**config.mk**
```make
export PLATFORM = sky130hd
export DESIGN_NAME = commutation_monitor
export DESIGN_NICKNAME = d
export VERILOG_FILES = /design/src/rtl/commutation_monitor.sv
export SDC_FILE = /design/constraint.sdc
export NUM_CORES = 1
export LEC_CHECK = 0
export CAP_MARGIN = 10
export CORE_ASPECT_RATIO = 0.5
export CORE_UTILIZATION = 53
export CTS_CLUSTER_SIZE = 25
export DETAILED_ROUTE_END_ITERATION = 8
export PLACE_DENSITY = 0.82
export SLEW_MARGIN = 20
export SYNTH_ARGS = -nofsm -noshare
export SYNTH_HDL_FRONTEND = slang
export SYNTH_SLANG_ARGS = --single-unit
```
**constraint.sdc**
```tcl
create_clock -name clk -period 9.4 [get_ports clk]
set_input_delay 1.41 -clock clk [delete_from_list [all_inputs] [get_ports clk]]
set_output_delay 1.41 -clock clk [all_outputs]
set_load 0.02 [all_outputs]
```
**src/rtl/commutation_monitor.sv**
```systemverilog
// commutation_monitor
//   Watches the 6-bit gate vector between the commutation FSM and the gate
//   drivers. Decodes the connected source phase and checks each step:
//   no source short, no open inductive load, bounded transit time and a
//   minimum hold time for each intermediate pattern. The first fault is
//   latched and mirrored on short_req so the FSM is forced to all-off.
//
// Ports
//   clk          in   system clock, rising edge
//   rst          in   synchronous active-high reset
//   armed        in   converter running (same signal as FSM start)
//   clr          in   synchronous fault clear, honoured only while disarmed
//   gates[5:0]   in   [5]A_p [4]A_n [3]B_p [2]B_n [1]C_p [0]C_n
//   load_phase   out  01 A, 10 B, 11 C, 00 none/partial (registered)
//   steady       out  monitor in STEADY state (registered)
//   fault        out  latched fault flag (registered)
//   fault_code   out  001 short, 010 open, 011 timeout, 100 dwell
//   short_req    out  same as fault, drives the FSM Short input
//   commutations out  completed phase changes, wraps
module commutation_monitor #(
  parameter int MAX_TRANSIT = 8,
  parameter int MIN_DWELL   = 1,
  parameter int CNT_W       = 8
) (
  input  logic             clk,
  input  logic             rst,
  input  logic             armed,
  input  logic             clr,
  input  logic [5:0]       gates,
  output logic [1:0]       load_phase,
  output logic             steady,
  output logic             fault,
  output logic [2:0]       fault_code,
  output logic             short_req,
  output logic [CNT_W-1:0] commutations
);

  // Transit counter only has to represent MAX_TRANSIT+1 before the fault fires.
  localparam int TW = $clog2(MAX_TRANSIT + 2);
  localparam logic [TW-1:0] TMAX = TW'(MAX_TRANSIT);
  localparam logic [7:0]    DMIN = 8'(MIN_DWELL);

  typedef enum logic [1:0] {
    S_IDLE    = 2'b00,
    S_STEADY  = 2'b01,
    S_TRANSIT = 2'b10,
    S_FAULT   = 2'b11
  } state_t;

  typedef enum logic [1:0] {
    C_ZERO    = 2'b00,
    C_STEADY  = 2'b01,
    C_INTER   = 2'b10,
    C_ILLEGAL = 2'b11
  } class_t;

  localparam logic [2:0] F_NONE    = 3'b000;
  localparam logic [2:0] F_SHORT   = 3'b001;
  localparam logic [2:0] F_OPEN    = 3'b010;
  localparam logic [2:0] F_TIMEOUT = 3'b011;
  localparam logic [2:0] F_DWELL   = 3'b100;

  function automatic logic one_hot3(input logic [2:0] x);
    return (x == 3'b001) || (x == 3'b010) || (x == 3'b100);
  endfunction

  function automatic logic two_hot3(input logic [2:0] x);
    return (x == 3'b011) || (x == 3'b101) || (x == 3'b110);
  endfunction

  // Split into p-side and n-side triples (A,B,C order) and classify.
  function automatic class_t classify(input logic [5:0] g);
    logic [2:0] p;
    logic [2:0] n;
    p = {g[5], g[3], g[1]};
    n = {g[4], g[2], g[0]};
    if (g == 6'b000000) begin
      return C_ZERO;
    end else if ((p == n) && one_hot3(p)) begin
      return C_STEADY;
    end else if (((one_hot3(p) || two_hot3(p)) && (n == 3'b000)) ||
                 ((one_hot3(n) || two_hot3(n)) && (p == 3'b000))) begin
      return C_INTER;
    end else begin
      return C_ILLEGAL;
    end
  endfunction

  // Phase of a STEADY pattern; meaningless for other classes.
  function automatic logic [1:0] phase_of(input logic [5:0] g);
    logic [1:0] ph;
    case ({g[5], g[3], g[1]})
      3'b100:  ph = 2'b01;
      3'b010:  ph = 2'b10;
      3'b001:  ph = 2'b11;
      default: ph = 2'b00;
    endcase
    return ph;
  endfunction

  state_t           r_state;
  logic [1:0]       r_last_phase;
  logic [TW-1:0]    r_transit_cnt;
  logic [5:0]       r_prev_gates;
  logic [7:0]       r_dwell_cnt;
  logic [1:0]       r_load_phase;
  logic             r_steady;
  logic             r_fault;
  logic [2:0]       r_fault_code;
  logic [CNT_W-1:0] r_comm;

  state_t        w_state_nxt;
  class_t        w_cls;
  class_t        w_prev_cls;
  logic [1:0]    w_phase;
  logic [1:0]    w_live_phase;
  logic [1:0]    w_last_nxt;
  logic [TW-1:0] w_transit_nxt;
  logic [TW-1:0] w_tinc;
  logic [7:0]    w_dwell_nxt;
  logic          w_changed;
  logic          w_dwell_viol;
  logic          w_comm_inc;
  logic [2:0]    w_code_nxt;

  assign w_cls        = classify(gates);
  assign w_prev_cls   = classify(r_prev_gates);
  assign w_phase      = phase_of(gates);
  assign w_live_phase = (w_cls == C_STEADY) ? w_phase : 2'b00;
  assign w_changed    = (gates != r_prev_gates);
  assign w_tinc       = (r_transit_cnt == {TW{1'b1}}) ? r_transit_cnt : (r_transit_cnt + TW'(1));
  assign w_dwell_nxt  = w_changed ? 8'd1 :
                        ((r_dwell_cnt == 8'hFF) ? r_dwell_cnt : (r_dwell_cnt + 8'd1));
  // An intermediate pattern left before it was held long enough.
  assign w_dwell_viol = w_changed && (w_prev_cls == C_INTER) && (r_dwell_cnt < DMIN);

  // Next state, fault code and step bookkeeping.
  always_comb begin
    w_state_nxt   = r_state;
    w_last_nxt    = r_last_phase;
    w_transit_nxt = r_transit_cnt;
    w_comm_inc    = 1'b0;
    w_code_nxt    = r_fault_code;
    case (r_state)
      S_IDLE: begin
        if (armed) begin
          case (w_cls)
            C_STEADY: begin
              w_state_nxt = S_STEADY;
              w_last_nxt  = w_phase;
            end
            C_INTER: begin
              w_state_nxt   = S_TRANSIT;
              w_transit_nxt = TW'(1);
            end
            C_ILLEGAL: begin
              w_state_nxt = S_FAULT;
              w_code_nxt  = F_SHORT;
            end
            default: w_state_nxt = S_IDLE;
          endcase
        end else begin
          w_state_nxt = S_IDLE;
        end
      end
      S_STEADY: begin
        if (!armed) begin
          w_state_nxt = S_IDLE;
        end else begin
          case (w_cls)
            C_STEADY: begin
              // A different steady phase without intermediates is a direct swap.
              w_state_nxt = S_STEADY;
              if (w_phase != r_last_phase) begin
                w_comm_inc = 1'b1;
                w_last_nxt = w_phase;
              end else begin
                w_comm_inc = 1'b0;
              end
            end
            C_INTER: begin
              w_state_nxt   = S_TRANSIT;
              w_transit_nxt = TW'(1);
            end
            C_ZERO: begin
              w_state_nxt = S_FAULT;
              w_code_nxt  = F_OPEN;
            end
            default: begin
              w_state_nxt = S_FAULT;
              w_code_nxt  = F_SHORT;
            end
          endcase
        end
      end
      S_TRANSIT: begin
        if (!armed) begin
          w_state_nxt = S_IDLE;
        end else begin
          w_transit_nxt = w_tinc;
          // Priority chain: short, open, timeout, dwell.
          if (w_cls == C_ILLEGAL) begin
            w_state_nxt = S_FAULT;
            w_code_nxt  = F_SHORT;
          end else if (w_cls == C_ZERO) begin
            w_state_nxt = S_FAULT;
            w_code_nxt  = F_OPEN;
          end else if ((w_cls == C_INTER) && (w_tinc > TMAX)) begin
            w_state_nxt = S_FAULT;
            w_code_nxt  = F_TIMEOUT;
          end else if (w_dwell_viol) begin
            w_state_nxt = S_FAULT;
            w_code_nxt  = F_DWELL;
          end else if (w_cls == C_STEADY) begin
            w_state_nxt = S_STEADY;
            w_last_nxt  = w_phase;
            w_comm_inc  = (w_phase != r_last_phase);
          end else begin
            w_state_nxt = S_TRANSIT;
          end
        end
      end
      S_FAULT: begin
        if (clr && !armed) begin
          w_state_nxt = S_IDLE;
          w_code_nxt  = F_NONE;
        end else begin
          w_state_nxt = S_FAULT;
        end
      end
      default: begin
        w_state_nxt = S_IDLE;
      end
    endcase
  end

  // State register.
  always_ff @(posedge clk) begin
    if (rst) begin
      r_state <= S_IDLE;
    end else begin
      r_state <= w_state_nxt;
    end
  end

  // Counters, pattern history and registered outputs.
  always_ff @(posedge clk) begin
    if (rst) begin
      r_last_phase  <= 2'b00;
      r_transit_cnt <= '0;
      r_prev_gates  <= 6'b000000;
      r_dwell_cnt   <= 8'd0;
      r_load_phase  <= 2'b00;
      r_steady      <= 1'b0;
      r_fault       <= 1'b0;
      r_fault_code  <= F_NONE;
      r_comm        <= '0;
    end else begin
      r_last_phase  <= w_last_nxt;
      r_transit_cnt <= w_transit_nxt;
      r_prev_gates  <= gates;
      r_dwell_cnt   <= w_dwell_nxt;
      r_load_phase  <= w_live_phase;
      r_steady      <= (w_state_nxt == S_STEADY);
      r_fault       <= (w_state_nxt == S_FAULT);
      r_fault_code  <= w_code_nxt;
      r_comm        <= w_comm_inc ? (r_comm + CNT_W'(1)) : r_comm;
    end
  end

  assign load_phase   = r_load_phase;
  assign steady       = r_steady;
  assign fault        = r_fault;
  assign fault_code   = r_fault_code;
  assign short_req    = r_fault;
  assign commutations = r_comm;

endmodule

```
=== Word-level counts from Yosys, hierarchy flattened ===
Index checks and enable logic that the tools add are counted.

* Flip-flop bits (word level): 37
* Input bits: 10
* Word-level logic and storage cells: 180

* $add $sub $neg: 3
* $lt $le $gt $ge: 2
* Eq/ne operators: 55
* Muxes and demuxes: 58
* Bitwise logic cells: 1
* Reduce and logical (&&, ||, !) cells: 50

{| class="wikitable"
|+ Operator list
! cell !! number
|-
| $mux 2 || 23
|-
| $eq 3x3->1 const B || 12
|-
| $mux 3 || 9
|-
| $ne 2x2->1 const B || 13
|-
| $eq 3x2->1 const B || 8
|-
| $logic_or 1x1->1 || 22
|-
| $pmux 2 s3 || 3
|-
| $add 8x1->8 const B || 2
|-
| $mux 4 || 4
|-
| $mux 1 || 13
|-
| $eq 2x2->1 const B || 6
|-
| $eq 3x1->1 const B || 4
|-
| $logic_not 3->1 || 4
|-
| $logic_not 6->1 || 2
|-
| $pmux 3 s4 || 1
|-
| $logic_and 1x1->1 || 10
|-
| $reduce_and 10->1 || 1
|-
| $eq 8x8->1 const B || 1
|-
| $lt 8x1->1 const B || 1
|-
| $pmux 2 s4 || 1
|-
| $pmux 4 s2 || 1
|-
| $reduce_or 2->1 || 4
|-
| $reduce_and 7->1 || 1
|-
| $eq 2x1->1 const B || 3
|-
| 17 further kinds || 20
|}

=== Logic depth before layout (Yosys ltp) ===
* Depth in word-level cells: 19
* Gate-level depth with buffers: 14

=== Worst setup path after synthesis ===
Ideal clock, no wire load.

* Kind: input port to flip-flop
* Start point: input port gates[3]
* End point: register r_comm[5] (netlist: commutations[5])
* Library setup time: 0.123 ns
* Data arrival time: 4.282 ns
* Required time: 9.277 ns
* Setup slack: 4.995 ns
* Cell stages on the path: 13
* Buffers on the path: 1
* Cell sequence: clkbuf_1 > inv_1 > ha_1 > a2111o_1 > o21ai_0 > and2_1 > inv_1 > ha_1 > o311a_2 > a211oi_4 > o32ai_2 > nor4_1 > mux2_1

* Longest elaborated chain between the ends: 17

{| class="wikitable"
|+ RTL lines
! element !! line !! text
|-
| start, declared || 29 || <nowiki>input logic [5:0] gates,</nowiki>
|-
| $eq 3x1->1, or another cell as far along || 64, 92 ||
|-
| $logic_or 1x1->1 (on tied branches) (2 in series) || 64, 68 ||
|-
| $logic_or 1x1->1 || 81 || <nowiki>end else if (((one_hot3(p) || two_hot3(p)) && (n == 3'b000)) ||</nowiki>
|-
| $logic_and 1x1->1 || 81 ||
|-
| $logic_or 1x1->1 || 81 ||
|-
| $mux 1 || 81 ||
|-
| $mux 2 || 79 || <nowiki>end else if ((p == n) && one_hot3(p)) begin</nowiki>
|-
| $mux 2 || 77 || <nowiki>if (g == 6'b000000) begin</nowiki>
|-
| $eq 2x1->1 || 170, 214 ||
|-
| $mux 1 || 214 || <nowiki>end else if (w_cls == C_STEADY) begin</nowiki>
|-
| $mux 1 || 211 || <nowiki>end else if (w_dwell_viol) begin</nowiki>
|-
| $mux 1 || 208 || <nowiki>end else if ((w_cls == C_INTER) && (w_tinc > TMAX)) begin</nowiki>
|-
| $mux 1 || 205 || <nowiki>end else if (w_cls == C_ZERO) begin</nowiki>
|-
| $mux 1 || 202 || <nowiki>if (w_cls == C_ILLEGAL) begin</nowiki>
|-
| $mux 1 || 197 || <nowiki>if (!armed) begin</nowiki>
|-
| $pmux 1 s2 (*) || 144 || <nowiki>case (r_state)</nowiki>
|-
| end signal, assigned || 267 || <nowiki>r_comm <= w_comm_inc ? (r_comm + CNT_W'(1)) : r_comm;</nowiki>
|-
| end, declared || 110 || <nowiki>logic [CNT_W-1:0] r_comm;</nowiki>
|}

Every way passes the cells marked *; elsewhere a longest branch is shown, timed or not.
A chain may end at the register's enable or synchronous reset.

=== Final worst setup path ===
* Start point: input port gates[1]
* End point: register r_comm[7] (netlist: commutations[7])

Same word-level chain as after synthesis.

==> impl_metrics.toml <==
[status]
status = "finished clean"

[worst_setup_path]
crit_arrival_ns = 5.16
required_ns = 9.57
worstReg2RegStart = "r_transit_cnt[0]"
crit-reg2reg-capture = "commutations[7]"
worstPathMaxFanout = 19
worst_setup_path_end_kind = "register"
rrSetupSlack_ns = 6.49
critPathLaunchType = "primary input"
reg2reg_depth = 7
criticalPathCategory = "in2reg"

[grt]
grt_pass1_wl_microns = 8590
grt_usage_pct = 22.0
first_global_vias = 1937
gr-total-overflow = 0
antenna_found_initial = 0
grt_start_max_net_pins = 29

[cts]
tritoncts = "done"
cts_root_buffer = "clkbuf_8"
hold_buffers = 0
cts_max_level = 2
cts_resized = 0
cts_made_buffers = 5
numClockSinks = 37
cts_buffer_depth = 2
clkTransAtPathRegs_ns = 0.08
insertion_delay_ns = 0.28
post_cts_buffers = 0

[floorplanning]
die_w_microns = 97.3
die_area_sq_um = 4830
start_util_pct = 58.3
die_h_microns = 49.6
num_rows = 16
pin_count = 26
core_area_sq_um = 4120

[synthesis]
synth-compound-area-share_pct = 20.1
synth-seq-area-share_pct = 30.8
synth-async-reset-ratio_pct = 0
ys_types = 61
synthFlopType = "dfxtp_1"
syn-cell-area_sq_um = 2400
synth_top_area_share_pct = 30.8
yosys_warnings = 0
synth_nets = 319
synthesis.instances = 290
synth_edf_count = 0
synth-simple-area-share_pct = 23.6
muxShareOfSynthArea_pct = 2.29
synth_xor_area_share_pct = 5.10
synth_area_leaders = "dfxtp_1 (31%), ha_1 (9.9%), inv_1 (4.7%), nor2_1 (4.5%), a21oi_1 (3.5%)"
synthAdderAreaFrac_pct = 10.3
synth_top_cell_by_area = "dfxtp_1"
postSynthAreaPerCell_sq_um = 8.29
ys_ff_latch = 37
synth_top_family_by_area = "simple AND/OR/NAND/NOR gates"

[power_and_ir_drop]
ir_drop_uv = 95.8
power_leakage_nw = 1.08
power_density_nw_per_um2 = 150

[drt]
routed-via-count = 2106
firstDrtPassIters = 4
routedWlPerCell_microns = 13.9
drt-total-wl_microns = 5080
via_per_inst = 5.74
ant_nets = 0
drt_iter0_markers = 89
post-route-drc-count = 0

[placed_design]
portBuffers = 25
place_hpwl_microns = 3780
place.gp.congestion = 0.876
place_ws_ns = 4.14

[sta]
finalSetupViolCount = 0
finalHoldViolCount = 0
fin_ws_ns = 4.41
hold_slack_ns = 0.471
clock.fmax_ghz = 0.201
clock_skew_ns = 0.00588
fin_crit_sh_pct = 53.0
report.final.slew_viol_count = 0
layout_min_cycle_time_ns = 4.99
relSlewSlack_pct = 27.0
rsz0062_at_grt = "no"
tns_ns = 0
tightest_slew_ns = 1.10

[job]
drv_cap = 0

[finish]
diodes = 0
nets = 341
area_growth_pct = 15.5
drive_above_1_share_pct = 5.75

[worst_hold_path]
holdPathEnd = "fault_code[0]"
min_from = "fault_code[0]"
hp-class = "reg2reg"
min_path_cells = 2
-- layout by cell type (no fill, tap or decap), drive strengths merged, types with 3 or more instances in the layout --
cell type      instances
a211oi                 6
a21oi                 17
a31oi                  3
and3                   8
clkbuf                 6
clkdlybuf4s50         25
dfxtp                 37
ha                    19
inv                   30
mux2                   4
nand2                 14
nand3                 11
nand3b                 4
nand4                  5
nor2                  29
nor2b                  5
nor3                  10
nor4                   4
o211ai                 5
o21ai                  8
o31ai                  4
or3                    3
or3b                   3
or4                    3
xnor2                  6
xor2                   8
-- cells by family after synthesis --
kind of cell	after synthesis
AOI/OAI and AO/OA	66
muxes	5
DFF	37
xor gates and xnor gates	14
buffers and inverters	41
adders and majority gates	20
and+or+nand+nor	107
-- sequential cells by signal (all words and copies together) (netlist names) --
signal / flops
commutations: 8
r_dwell_cnt: 8
r_prev_gates: 6
r_transit_cnt: 4
fault_code: 3
load_phase: 2
r_last_phase: 2
r_state: 2
fault: 1
steady: 1
-- how the worst max path moves through the flow --
stage,start,depth (start not counted),slack (ns),endpoint
after global routing,gates[1],13,4.18,commutations[5]
after CTS,gates[1],13,4.43,commutations[5]
after detailed placement,gates[1],13,4.14,commutations[7]
after floorplan,gates[3],13,4.99,commutations[5]
after global placement,gates[1],13,4.26,commutations[7]
final,gates[1],13,4.41,commutations[7]
-- metrics by stage --
| step | std cells | total power [mW] | area [sq um] | utilization (%) |
|---|---|---|---|---|
| final | 367 | 0.416 | 2780 | 67.3 |
| after global routing | 367 | 0.439 | 2780 | 67.3 |
| after CTS | 367 | 0.419 | 2780 | 67.3 |
| after detailed placement | 359 | 0.275 | 2660 | 64.4 |
| after global placement | 359 | 0.273 | 2660 | 64.4 |
| after floorplan | 290 | 0.251 | 2400 | - |
-- critical path, cell delays in order --
cell and delay (ns):
clkdlybuf4s50_1 0.72, inv_1 0.14, ha_1 0.29, a2111o_1 0.38, o21ai_0 0.08, and2_1 0.22
inv_1 0.08, ha_1 0.26, o311a_2 0.17, a211oi_4 0.34, o32ai_2 0.32, nor4_1 0.39
mux2_1 0.35
-- routing by layer --
metal  track usage (%)  vias up  wire length, microns
li1                  -     1094                     -
met1              28.8      965                  2540
met2              37.4       45                  2270
met3              5.39        2                   255
met4              4.41        0                    21
met5                 0        -                     0
-- layout make-up --
class,count,area (sq um)
clock buffers,6,82.6
inverters,30,113
clock inverters,2,37.5
flip-flops and latches,37,741
fillers,362,1350
repair buffers,26,258
well taps,54,67.6
multi-input cells,212,1480
-- where the power goes --
| group | total [mW] | switching (mW) | internal (mW) |
|---|---|---|---|
| clock network | 0.143 | 0.0570 | 0.0863 |
| registers | 0.171 | 0.00677 | 0.164 |
| logic | 0.102 | 0.0606 | 0.0417 |
-- cell usage after synthesis (all sizes together), types with 6 or more instances --
library cell / n
xnor2: 6
nand2: 14
inv: 30
xor2: 8
o21ai: 8
and3: 8
ha: 19
a21oi: 17
nand3: 11
a211oi: 6
nor3: 10
nor2: 29
buf: 7
dfxtp: 37
Power figures use the tool's default switching activity.
